--- src/rtl/bcd_pkg.sv ---
// Shared BCD helpers for seven-segment display blocks: segment decode and
// single-digit increment/decrement with carry/borrow.
package bcd_pkg;

    localparam logic [6:0] SEG_BLANK = 7'b1111111;
    localparam logic [6:0] SEG_ZERO  = 7'b1000000;

    typedef enum logic {
        DIR_DOWN = 1'b0,
        DIR_UP   = 1'b1
    } dir_e;

    // Active-low {g,f,e,d,c,b,a}
    function automatic logic [6:0] seg_decode(input logic [3:0] d);
        logic [6:0] s;
        case (d)
            4'd0:    s = 7'b1000000;
            4'd1:    s = 7'b1111001;
            4'd2:    s = 7'b0100100;
            4'd3:    s = 7'b0110000;
            4'd4:    s = 7'b0011001;
            4'd5:    s = 7'b0010010;
            4'd6:    s = 7'b0000010;
            4'd7:    s = 7'b1111000;
            4'd8:    s = 7'b0000000;
            4'd9:    s = 7'b0010000;
            default: s = SEG_BLANK;
        endcase
        return s;
    endfunction

    // Returns {carry, digit}
    function automatic logic [4:0] bcd_inc(input logic [3:0] d);
        return (d >= 4'd9) ? {1'b1, 4'd0} : {1'b0, d + 4'd1};
    endfunction

    // Returns {borrow, digit}
    function automatic logic [4:0] bcd_dec(input logic [3:0] d);
        return (d == 4'd0) ? {1'b1, 4'd9} : {1'b0, d - 4'd1};
    endfunction

    function automatic logic [3:0] bcd_filter(input logic [3:0] d);
        return (d > 4'd9) ? 4'd0 : d;
    endfunction

endpackage

--- src/rtl/bcd_updown_counter_mux_if.sv ---
// Control/data bundle of the BCD up/down counter with multiplexed 7-seg output.
interface bcd_updown_counter_mux_if #(
    parameter int NUM_DIGITS = 4
);
    logic                      en;
    logic                      up;
    logic                      load;
    logic [4*NUM_DIGITS-1:0]   load_val;
    logic [4*NUM_DIGITS-1:0]   count;
    logic                      wrap;
    logic [6:0]                seg;
    logic [NUM_DIGITS-1:0]     an;

    modport master (
        output en, up, load, load_val,
        input  count, wrap, seg, an
    );

    modport slave (
        input  en, up, load, load_val,
        output count, wrap, seg, an
    );
endinterface

--- src/rtl/bcd_seg_decoder.sv ---
// Combinational 7-segment decoder for one BCD digit with optional blanking.
module bcd_seg_decoder
    import bcd_pkg::*;
(
    input  logic [3:0] digit_i,
    input  logic       blank_i,
    output logic [6:0] seg_o
);
    always_comb begin
        seg_o = blank_i ? SEG_BLANK : seg_decode(digit_i);
    end
endmodule

--- src/rtl/bcd_updown_counter_mux.sv ---
// N-digit BCD up/down counter with load, step prescaler and a time-multiplexed
// active-low 7-segment driver.
module bcd_updown_counter_mux
    import bcd_pkg::*;
#(
    parameter int NUM_DIGITS = 4,
    parameter int TICK_DIV   = 50_000_000,
    parameter int SCAN_DIV   = 50_000,
    parameter bit BLANK_LZ   = 1'b0
) (
    input  logic                      clk,
    input  logic                      rst,
    bcd_updown_counter_mux_if.slave   bus
);
    localparam int CW = 4 * NUM_DIGITS;
    localparam int TW = (TICK_DIV > 1) ? $clog2(TICK_DIV) : 1;
    localparam int SW = (SCAN_DIV > 1) ? $clog2(SCAN_DIV) : 1;
    localparam int IW = $clog2(NUM_DIGITS);
    localparam logic [TW-1:0] TICK_LAST = TW'(TICK_DIV - 1);
    localparam logic [SW-1:0] SCAN_LAST = SW'(SCAN_DIV - 1);
    localparam logic [IW-1:0] IDX_LAST  = IW'(NUM_DIGITS - 1);

    logic [TW-1:0]         tick_cnt_q, tick_cnt_d;
    logic [CW-1:0]         count_q, count_d;
    logic                  wrap_q, wrap_d;
    logic [SW-1:0]         scan_cnt_q, scan_cnt_d;
    logic [IW-1:0]         scan_idx_q, scan_idx_d;
    logic [NUM_DIGITS-1:0] an_q, an_d;
    logic [6:0]            seg_q, seg_d;

    logic                  tick;
    logic                  step_wrap;
    logic [CW-1:0]         step_val;
    logic [CW-1:0]         load_filt;
    logic [NUM_DIGITS-1:0] lz;
    logic [3:0]            cur_digit;
    logic                  cur_blank;
    dir_e                  dir;

    assign dir  = dir_e'(bus.up);
    assign tick = (tick_cnt_q == TICK_LAST);

    // Carry/borrow ripples from digit 0 upward; a carry out of the top digit is the wrap.
    always_comb begin : step_calc
        logic       carry;
        logic [4:0] res;
        carry     = 1'b1;
        res       = '0;
        step_val  = count_q;
        load_filt = '0;
        for (int unsigned i = 0; i < NUM_DIGITS; i++) begin
            res = (dir == DIR_UP) ? bcd_inc(count_q[4*i +: 4]) : bcd_dec(count_q[4*i +: 4]);
            if (carry) begin
                step_val[4*i +: 4] = res[3:0];
            end
            carry = carry & res[4];
            load_filt[4*i +: 4] = bcd_filter(bus.load_val[4*i +: 4]);
        end
        step_wrap = carry;
    end

    always_comb begin
        tick_cnt_d = tick ? '0 : tick_cnt_q + 1'b1;
        count_d    = count_q;
        wrap_d     = 1'b0;
        if (bus.load) begin
            tick_cnt_d = '0;
            count_d    = load_filt;
        end else if (tick && bus.en) begin
            count_d = step_val;
            wrap_d  = step_wrap;
        end
    end

    always_comb begin
        scan_cnt_d = (scan_cnt_q == SCAN_LAST) ? '0 : scan_cnt_q + 1'b1;
        scan_idx_d = scan_idx_q;
        if (scan_cnt_q == SCAN_LAST) begin
            scan_idx_d = (scan_idx_q == IDX_LAST) ? '0 : scan_idx_q + 1'b1;
        end
    end

    // lz[i] is set when digit i and every digit above it are zero.
    always_comb begin : lz_calc
        logic        zero_run;
        int unsigned idx;
        zero_run = 1'b1;
        lz       = '0;
        for (int unsigned k = 0; k < NUM_DIGITS; k++) begin
            idx      = NUM_DIGITS - 1 - k;
            zero_run = zero_run & (count_q[4*idx +: 4] == 4'd0);
            lz[idx]  = zero_run;
        end
    end

    always_comb begin
        cur_digit = count_q[{scan_idx_q, 2'b00} +: 4];
        cur_blank = BLANK_LZ && (scan_idx_q != '0) && lz[scan_idx_q];
        an_d      = ~(NUM_DIGITS'(1) << scan_idx_q);
    end

    bcd_seg_decoder u_dec (
        .digit_i (cur_digit),
        .blank_i (cur_blank),
        .seg_o   (seg_d)
    );

    always_ff @(posedge clk or posedge rst) begin
        if (rst) begin
            tick_cnt_q <= '0;
            count_q    <= '0;
            wrap_q     <= 1'b0;
            scan_cnt_q <= '0;
            scan_idx_q <= '0;
            an_q       <= ~NUM_DIGITS'(1);
            seg_q      <= SEG_ZERO;
        end else begin
            tick_cnt_q <= tick_cnt_d;
            count_q    <= count_d;
            wrap_q     <= wrap_d;
            scan_cnt_q <= scan_cnt_d;
            scan_idx_q <= scan_idx_d;
            an_q       <= an_d;
            seg_q      <= seg_d;
        end
    end

    assign bus.count = count_q;
    assign bus.wrap  = wrap_q;
    assign bus.an    = an_q;
    assign bus.seg   = seg_q;

endmodule

--- src/flat_wrapper.sv ---
// flat-port wrapper written by rule: the top's interface ports become plain ports
module bcd_updown_counter_mux_flat import bcd_pkg::*;
#(
    parameter int NUM_DIGITS = 4,
    parameter int TICK_DIV   = 50_000_000,
    parameter int SCAN_DIV   = 50_000,
    parameter bit BLANK_LZ   = 1'b0
)
  (clk, rst, bus_en, bus_up, bus_load, bus_load_val, bus_count, bus_wrap, bus_seg, bus_an);
  bcd_updown_counter_mux_if #(.NUM_DIGITS(NUM_DIGITS)) bus_i ();
  input  logic clk;
  input  logic rst;
  input wire logic [$bits(bus_i.en)-1:0] bus_en;
  input wire logic [$bits(bus_i.up)-1:0] bus_up;
  input wire logic [$bits(bus_i.load)-1:0] bus_load;
  input wire logic [$bits(bus_i.load_val)-1:0] bus_load_val;
  output wire logic [$bits(bus_i.count)-1:0] bus_count;
  output wire logic [$bits(bus_i.wrap)-1:0] bus_wrap;
  output wire logic [$bits(bus_i.seg)-1:0] bus_seg;
  output wire logic [$bits(bus_i.an)-1:0] bus_an;
  assign bus_i.en = bus_en;
  assign bus_i.up = bus_up;
  assign bus_i.load = bus_load;
  assign bus_i.load_val = bus_load_val;
  assign bus_count = bus_i.count;
  assign bus_wrap = bus_i.wrap;
  assign bus_seg = bus_i.seg;
  assign bus_an = bus_i.an;
  bcd_updown_counter_mux #(.NUM_DIGITS(NUM_DIGITS), .TICK_DIV(TICK_DIV), .SCAN_DIV(SCAN_DIV), .BLANK_LZ(BLANK_LZ)) u_core (.clk(clk), .rst(rst), .bus(bus_i));
endmodule
--- config.mk ---
export PLATFORM = sky130hd
export DESIGN_NAME = bcd_updown_counter_mux_flat
export DESIGN_NICKNAME = d
export VERILOG_FILES = /design/src/rtl/bcd_pkg.sv /design/src/rtl/bcd_updown_counter_mux_if.sv /design/src/rtl/bcd_seg_decoder.sv /design/src/rtl/bcd_updown_counter_mux.sv /design/src/flat_wrapper.sv
export SDC_FILE = /design/constraint.sdc
export NUM_CORES = 1
export LEC_CHECK = 0
export CAP_MARGIN = 15
export CORE_ASPECT_RATIO = 2
export CORE_MARGIN = 2
export CORE_UTILIZATION = 57
export DETAILED_ROUTE_END_ITERATION = 8
export PLACE_DENSITY = 0.91
export SETUP_SLACK_MARGIN = 0.05
export SLEW_MARGIN = 20
export SYNTH_ARGS = -nofsm -noshare
export SYNTH_HDL_FRONTEND = slang
export SYNTH_SLANG_ARGS = --single-unit
export TNS_END_PERCENT = 50
--- constraint.sdc ---
create_clock -name clk -period 2.6 [get_ports clk]
set_clock_uncertainty 0.15 [all_clocks]
set_input_delay 0.52 -clock clk [delete_from_list [all_inputs] [get_ports clk]]
set_output_delay 0.52 -clock clk [all_outputs]
set_load 0.005 [all_outputs]
==> run_results.csv, run 1 <==
group,metric,value,unit
outcome,outcome,"completed",
route,drtIter0Drc,390,
pwr,power.switching,0.804,mW
cts,clock_latency,0.34,ns
timing,rsz0062_at_grt,"no",
layout,design_area,5580,um2
critical_path,cp_num_buf_inv,3,
layout,final_cell_mix,"nor2_1 (69), dfrtp_1 (68), clkdlybuf4s50_1 (48), inv_1 (35), buf_4 (28)",
floorplan,start_util,58.3,%
synth,async_flop_share,100,%
route,drt-total-wl,10900,um
synth,ys_types,64,
critical_path,worstPathMaxFanout,5,
placed_design,post_dp_cell_area,5280,um2
critical_path,setup.worst_path.start_class,"register",
floorplan,io_pins,49,
pwr,p_clk_share,40.9,%
cts,numCtsBuffers,9,
floorplan,dieArea,8780,um2
critical_path,worstPathArrival,2.53,ns
run,maxCapViolCount,0,
floorplan,core,7830,um2
layout,fin_util,71.3,%
grt,track_usage,26.6,%
placed_design,finalWeightedCongestion,0.924,
timing,maxSlewViolCount,0,
pwr,seq_power_share,40.8,%
synth,synthFlopType,"dfrtp_1",
critical_path,crit_top_cell,"buf_4",
synth,synth-edff-count,0,
synth,syn_area,4560,um2
timing,period_share,94.8,%
critical_path,worstSetupEndpointType,"register",
layout,syn2layout_area_growth,22.4,%
critical_path,critPathMaxStageDelay,0.50,ns
critical_path,path_delay_family,"simple AND/OR/NAND/NOR gates",
synth,synth.avg_cell_area,9.23,um2
cts,cts-hold-fix-buffers,0,
layout,instances_no_fill,665,
pwr,internal-power,2.18,mW
timing,relSlewSlack,59.9,%
grt,grt_pass1_wl,17900,um
cts,clockRootBuffer,"clkbuf_16",
synth,yosysSeqAreaShare,39.6,%
synth,yosysWarnings,0,
pwr,p_leak,2.32,nW
critical_path,crit_chain,"inv_1, ha_1, or3b_2, a31oi_2, buf_4, nor4_2, buf_4, nor3b_1, o31a_1",
timing,finalSetupViolCount,0,
route,avgRoutedWirePerCell,16.4,um
placed_design,place_inst,649,
pwr,power.total,2.98,mW
floorplan,fp.dieW,67.3,um
critical_path,path_class,"reg2reg",
grt,grt_pass1_vias,3813,
timing,hold_viol_final,0,
critical_path,required,2.67,ns
pwr,ir_worst_vdd,0.455,mV
timing,finalCriticalPeriod,2.46,ns
pwr,p_sw_share,27.0,%
grt,grt-ovfl-total,0,
cts,clk_pin_slew,0.06,ns
route,route.detailed.drc,0,
synth,netlist_instances,494,
layout,nets,609,
layout,drive_above_1_share,12.8,%
cts,clock-sinks,72,
route,vias,4075,
route,first_pass_iters,5,
timing,max_freq,406,MHz
grt,grt_start_max_net_pins,56,
synth,syn-num-nets,539,
cts,post-cts-setup-buffer-count,0,
layout,final_common_cell,"nor2_1",
pwr,power_density,534,nW/um2
floorplan,die_h,131,um
placed_design,hpwl,7600,um
synth,synth.ff_latch_count,72,
timing,tightest_slew,0.600,ns
critical_path,cp_slowest_cell,"or3b_2",
grt,antenna_found_initial,0,
cts,clockBufferDepth,2,
route,vias_per_cell,6.13,
cts,cts_tree,"built",
layout,fill_cells,603,
placed_design,io_buffers,48,
min_path,hold_path_class,"in2async",
cts,htree_levels,3,
floorplan,row_count,46,
pwr,p_comb_share,18.2,%
layout,diodes,0,
route,ant_nets,0,
==> routing by layer <==
layer / part of all wire, % / GRT usage, % / wire (um)
met4: 2.5 / 11.9 / 273
met5: 0 / 0 / 0
met3: 6.1 / 4.45 / 664
met1: 42 / 35.6 / 4590
met2: 49 / 42.0 / 5400
==> kinds of logic (layout without fill, tap and decap cells) <==
logic type,count (synthesis),in the layout,share of synthesized area (%)
AND/OR/NAND/NOR,204,204,23.7
AO/OA/AOI/OAI,90,90,13.2
flip-flops,72,72,39.6
buffers and inverters,54,129,5.46
XOR/XNOR,37,37,7.10
adder cells (fa/ha/maj),24,24,6.58
multiplexers,13,13,4.36
==> power groups by stage <==
stage,logic [mW],registers (mW),clock network (mW)
global placement,0.508,1.23,0
finish,0.544,1.22,1.22
detailed placement,0.525,1.24,0
global route,0.596,1.22,1.28
floorplan,0.299,1.23,0
CTS,0.538,1.22,1.23
==> timing repair <==
item	4_1_cts	5_1_grt
hold endpoints to repair	0	0
resized for setup	0	1
setup endpoints to repair	0	1
==> synthesized netlist by cell type, drive strengths merged (15+ instances only) <==
cell	n	area [um2]
nor3	15	80.1
nor2	69	259
ha	24	300
xnor2	22	193
nand3	27	135
dfrtp	68	1700
o21ai	25	125
a21oi	15	75.1
inv	36	135
xor2	15	131
nand2	26	97.6
==> worst reg2reg max path, delay by kind of cell, from the launching register on <==
family / cells / cell delay [ns]
flip-flops: 1 / 0.41
adder cells (fa/ha/maj): 1 / 0.16
AO/OA/AOI/OAI: 2 / 0.51
AND/OR/NAND/NOR: 3 / 0.69
buffers and inverters: 3 / 0.42
==> layout make-up <==
| class | count | area, um2 | area share (%) |
|---|---|---|---|
| clock inverter | 6 | 67.6 | 1.21 |
| clock buffer | 10 | 229 | 4.10 |
| multi-input combinational | 368 | 2510 | 45.0 |
| inverter | 36 | 135 | 2.42 |
| timing repair buffer | 77 | 711 | 12.7 |
| tap | 96 | 120 | 2.15 |
| sequential | 72 | 1810 | 32.4 |
==> stage by stage <==
step                hold WS [ns]  setup WS, ns  setup TNS [ns]
floorplan                  0.298         0.112               0
global placement           0.322       -0.0527         -0.0882
detailed placement         0.332        -0.107          -0.530
CTS                        0.338         0.159               0
global route               0.367        0.0508               0
finish                     0.331         0.136               0
==> flip-flops by register name (all words and copies together), names as in the netlist <==
| signal | count |
|---|---|
| u_core.bus.count | 16 |
| u_core.tick_cnt_q | 26 |
| u_core.scan_idx_q | 2 |
| u_core.bus.seg | 7 |
| u_core.scan_cnt_q | 16 |
| u_core.bus.an | 4 |
| u_core.bus.wrap | 1 |
==> path summary, 6_finish.rpt <==
kind	from	to	slack (ns)	cells past startpoint
worst max-delay path	u_core.bus.count[0]	u_core.bus.count[12]	0.14	9
worst min-delay path	rst	u_core.tick_cnt_q[11]	0.33	2
worst max register to register	u_core.bus.count[0]	u_core.bus.count[12]	0.14	9
worst min register to register	u_core.tick_cnt_q[0]	u_core.tick_cnt_q[0]	0.33	1
max in group asynchronous	rst	u_core.bus.seg[6]	1.29	3
min in group clk	u_core.tick_cnt_q[0]	u_core.tick_cnt_q[0]	0.33	1
(Power assumes the default switching activity.)
==> run 2, diff against run 1 <==
--- a/config.mk
+++ b/config.mk
@@ -7,12 +7,11 @@
 export LEC_CHECK = 0
 export CAP_MARGIN = 15
 export CORE_ASPECT_RATIO = 2
-export CORE_MARGIN = 2
+export CORE_MARGIN = 4
 export CORE_UTILIZATION = 57
 export DETAILED_ROUTE_END_ITERATION = 8
 export PLACE_DENSITY = 0.91
 export SETUP_SLACK_MARGIN = 0.05
-export SLEW_MARGIN = 20
 export SYNTH_ARGS = -nofsm -noshare
 export SYNTH_HDL_FRONTEND = slang
 export SYNTH_SLANG_ARGS = --single-unit
==> run 2 against run 1 <==
Against the previous run:
- via count is 4.7% higher
- largest power group is now the clock network
- highest routed layer unchanged
- cell count is 0.30% lower
- flip-flop and latch count stayed put
- first-iteration DRC count is 5.4% lower
==> run_results.csv, run 2 (same netlist as run 1, synthesis figures left out) <==
group,metric,value,unit
critical_path,r2r_cells,6,
layout,fill_cells,519,
critical_path,rr_startpoint,"u_core.tick_cnt_q[0]",
critical_path,rr_endpoint,"u_core.bus.count[10]",
timing,whs,0.329,ns
timing,max_freq,402,MHz
route,m1WireLength,4050,um
timing,hold_viol_final,0,
critical_path,path_class,"in2reg",
cts,clockRootBuffer,"clkbuf_16",
critical_path,worstPathArrival,2.55,ns
timing,finalCriticalPeriod,2.49,ns
layout,syn2layout_area_growth,24.1,%
critical_path,r2r_slack,0.12,ns
critical_path,required,2.67,ns
layout,final_cell_mix,"nor2_1 (69), dfrtp_1 (68), clkdlybuf4s50_1 (48), inv_1 (35)",
timing,tightest_slew,0.564,ns
grt,grt_pass1_vias,4269,
cts,clock-sinks,72,
route,avgRoutedWirePerCell,18.2,um
run,maxCapViolCount,0,
grt,track_usage,26.3,%
floorplan,dieArea,9590,um2
route,vias,4266,
timing,fin_ws,0.114,ns
layout,design_area,5660,um2
critical_path,worstSetupEndpointType,"register",
route,top_layer,"met4",
placed_design,place_inst,646,
floorplan,core,7710,um2
placed_design,post_dp_cell_area,5270,um2
timing,relSlewSlack,62.3,%
grt,grt-ovfl-total,0,
grt,grt_start_max_net_pins,73,
route,vias_per_cell,6.43,
timing,maxSlewViolCount,0,
timing,rsz0062_at_grt,"no",
layout,diodes,0,
timing,finalSetupViolCount,0,
min_path,worstHoldStart,"u_core.tick_cnt_q[0]",
route,wl_met2,6630,um
grt,grt_pass1_wl,19900,um
floorplan,die_h,135,um
floorplan,fp.dieW,71.3,um
layout,largest-register,"u_core.tick_cnt_q",
layout,final_common_cell,"nor2_1",
min_path,worstHoldEndpoint,"u_core.tick_cnt_q[0]",
min_path,hold_path_class,"reg2reg",
placed_design,hpwl,8410,um
layout,instances_no_fill,663,
placed_design,finalWeightedCongestion,0.941,
floorplan,row_count,45,
cts,numCtsBuffers,9,
min_path,whs_path_depth,1,
cts,clock_latency,0.34,ns
cts,htree_levels,3,
outcome,outcome,"completed",
critical_path,worstPathMaxFanout,18,
cts,cts_tree,"built",
pwr,power_density,570,nW/um2
layout,fin_util,73.4,%
route,route.detailed.drc,0,
placed_design,place_ws,-0.108,ns
cts,clockBufferDepth,2,
route,drtIter0Drc,369,
pwr,p_leak,2.38,nW
pwr,ir_worst_vdd,0.525,mV
placed_design,io_buffers,48,
layout,largest_reg_flops,26,
critical_path,setup.worst_path.start_class,"input pin",
route,ant_nets,0,
floorplan,start_util,59.1,%
timing,period_share,95.6,%
route,routed-wl-met3,747,um
route,drt-total-wl,12100,um
layout,drive_above_1_share,13.4,%
layout,nets,609,
route,first_pass_iters,5,
grt,antenna_found_initial,0,
cts,clk_pin_slew,0.06,ns
floorplan,io_pins,49,
critical_path,worstSetupStartpoint,"bus_up",
-- run 2: cell type report --
class | count | area (um2) | share of cell area [%]
Inverter | 36 | 135 | 2.39
Timing Repair Buffer | 77 | 714 | 12.6
Sequential cell | 72 | 1810 | 31.9
Tap cell | 94 | 118 | 2.08
Multi-Input combinational cell | 368 | 2540 | 44.8
Clock buffer | 10 | 239 | 4.22
Clock inverter | 6 | 114 | 2.01
-- run 2: stage by stage --
stage	TNS, ns	total power [mW]
final	0	3.23
after global routing	0	3.35
after CTS	0	3.22
after detailed placement	-0.371	1.77
after global placement	-0.0733	1.75
after floorplan	0	1.53
-- run 2: timing repair --
item | 4_1_cts | 5_1_grt
gates resized for setup | 2 | 5
pin swaps | 0 | 1
setup buffers | 0 | 1
hold buffers | 0 | 0
endpoints found under the setup margin | 1 | 3
-- run 2: metal layers --
| metal | track usage (%) | vias up |
|---|---|---|
| met2 | 48.2 | 234 |
| met1 | 26.3 | 2054 |
| met5 | 0 | - |
| met3 | 4.84 | 65 |
| met4 | 16.4 | 0 |
| li1 | - | 1913 |
-- run 2: where the power goes --
part           internal (mW)  switching (mW)
sequential              1.17          0.0541
clock                  0.966           0.482
combinational          0.269           0.287
-- run 2: worst max-delay path: stages --
cell and delay, ns:
clkdlybuf4s50_1 0.61, buf_6 0.23, a31oi_2 0.12, or4b_4 0.57, o41a_1 0.40, o31ai_1 0.10
-- run 2: worst max path at each step --
stage / slack, ns / endpoint
finish: 0.11 / u_core.bus.count[10]
global route: 0.05 / u_core.bus.count[10]
CTS: 0.06 / u_core.bus.count[10]
detailed placement: -0.11 / u_core.bus.count[10]
global placement: -0.05 / u_core.bus.count[10]
floorplan: 0.11 / u_core.bus.an[0]
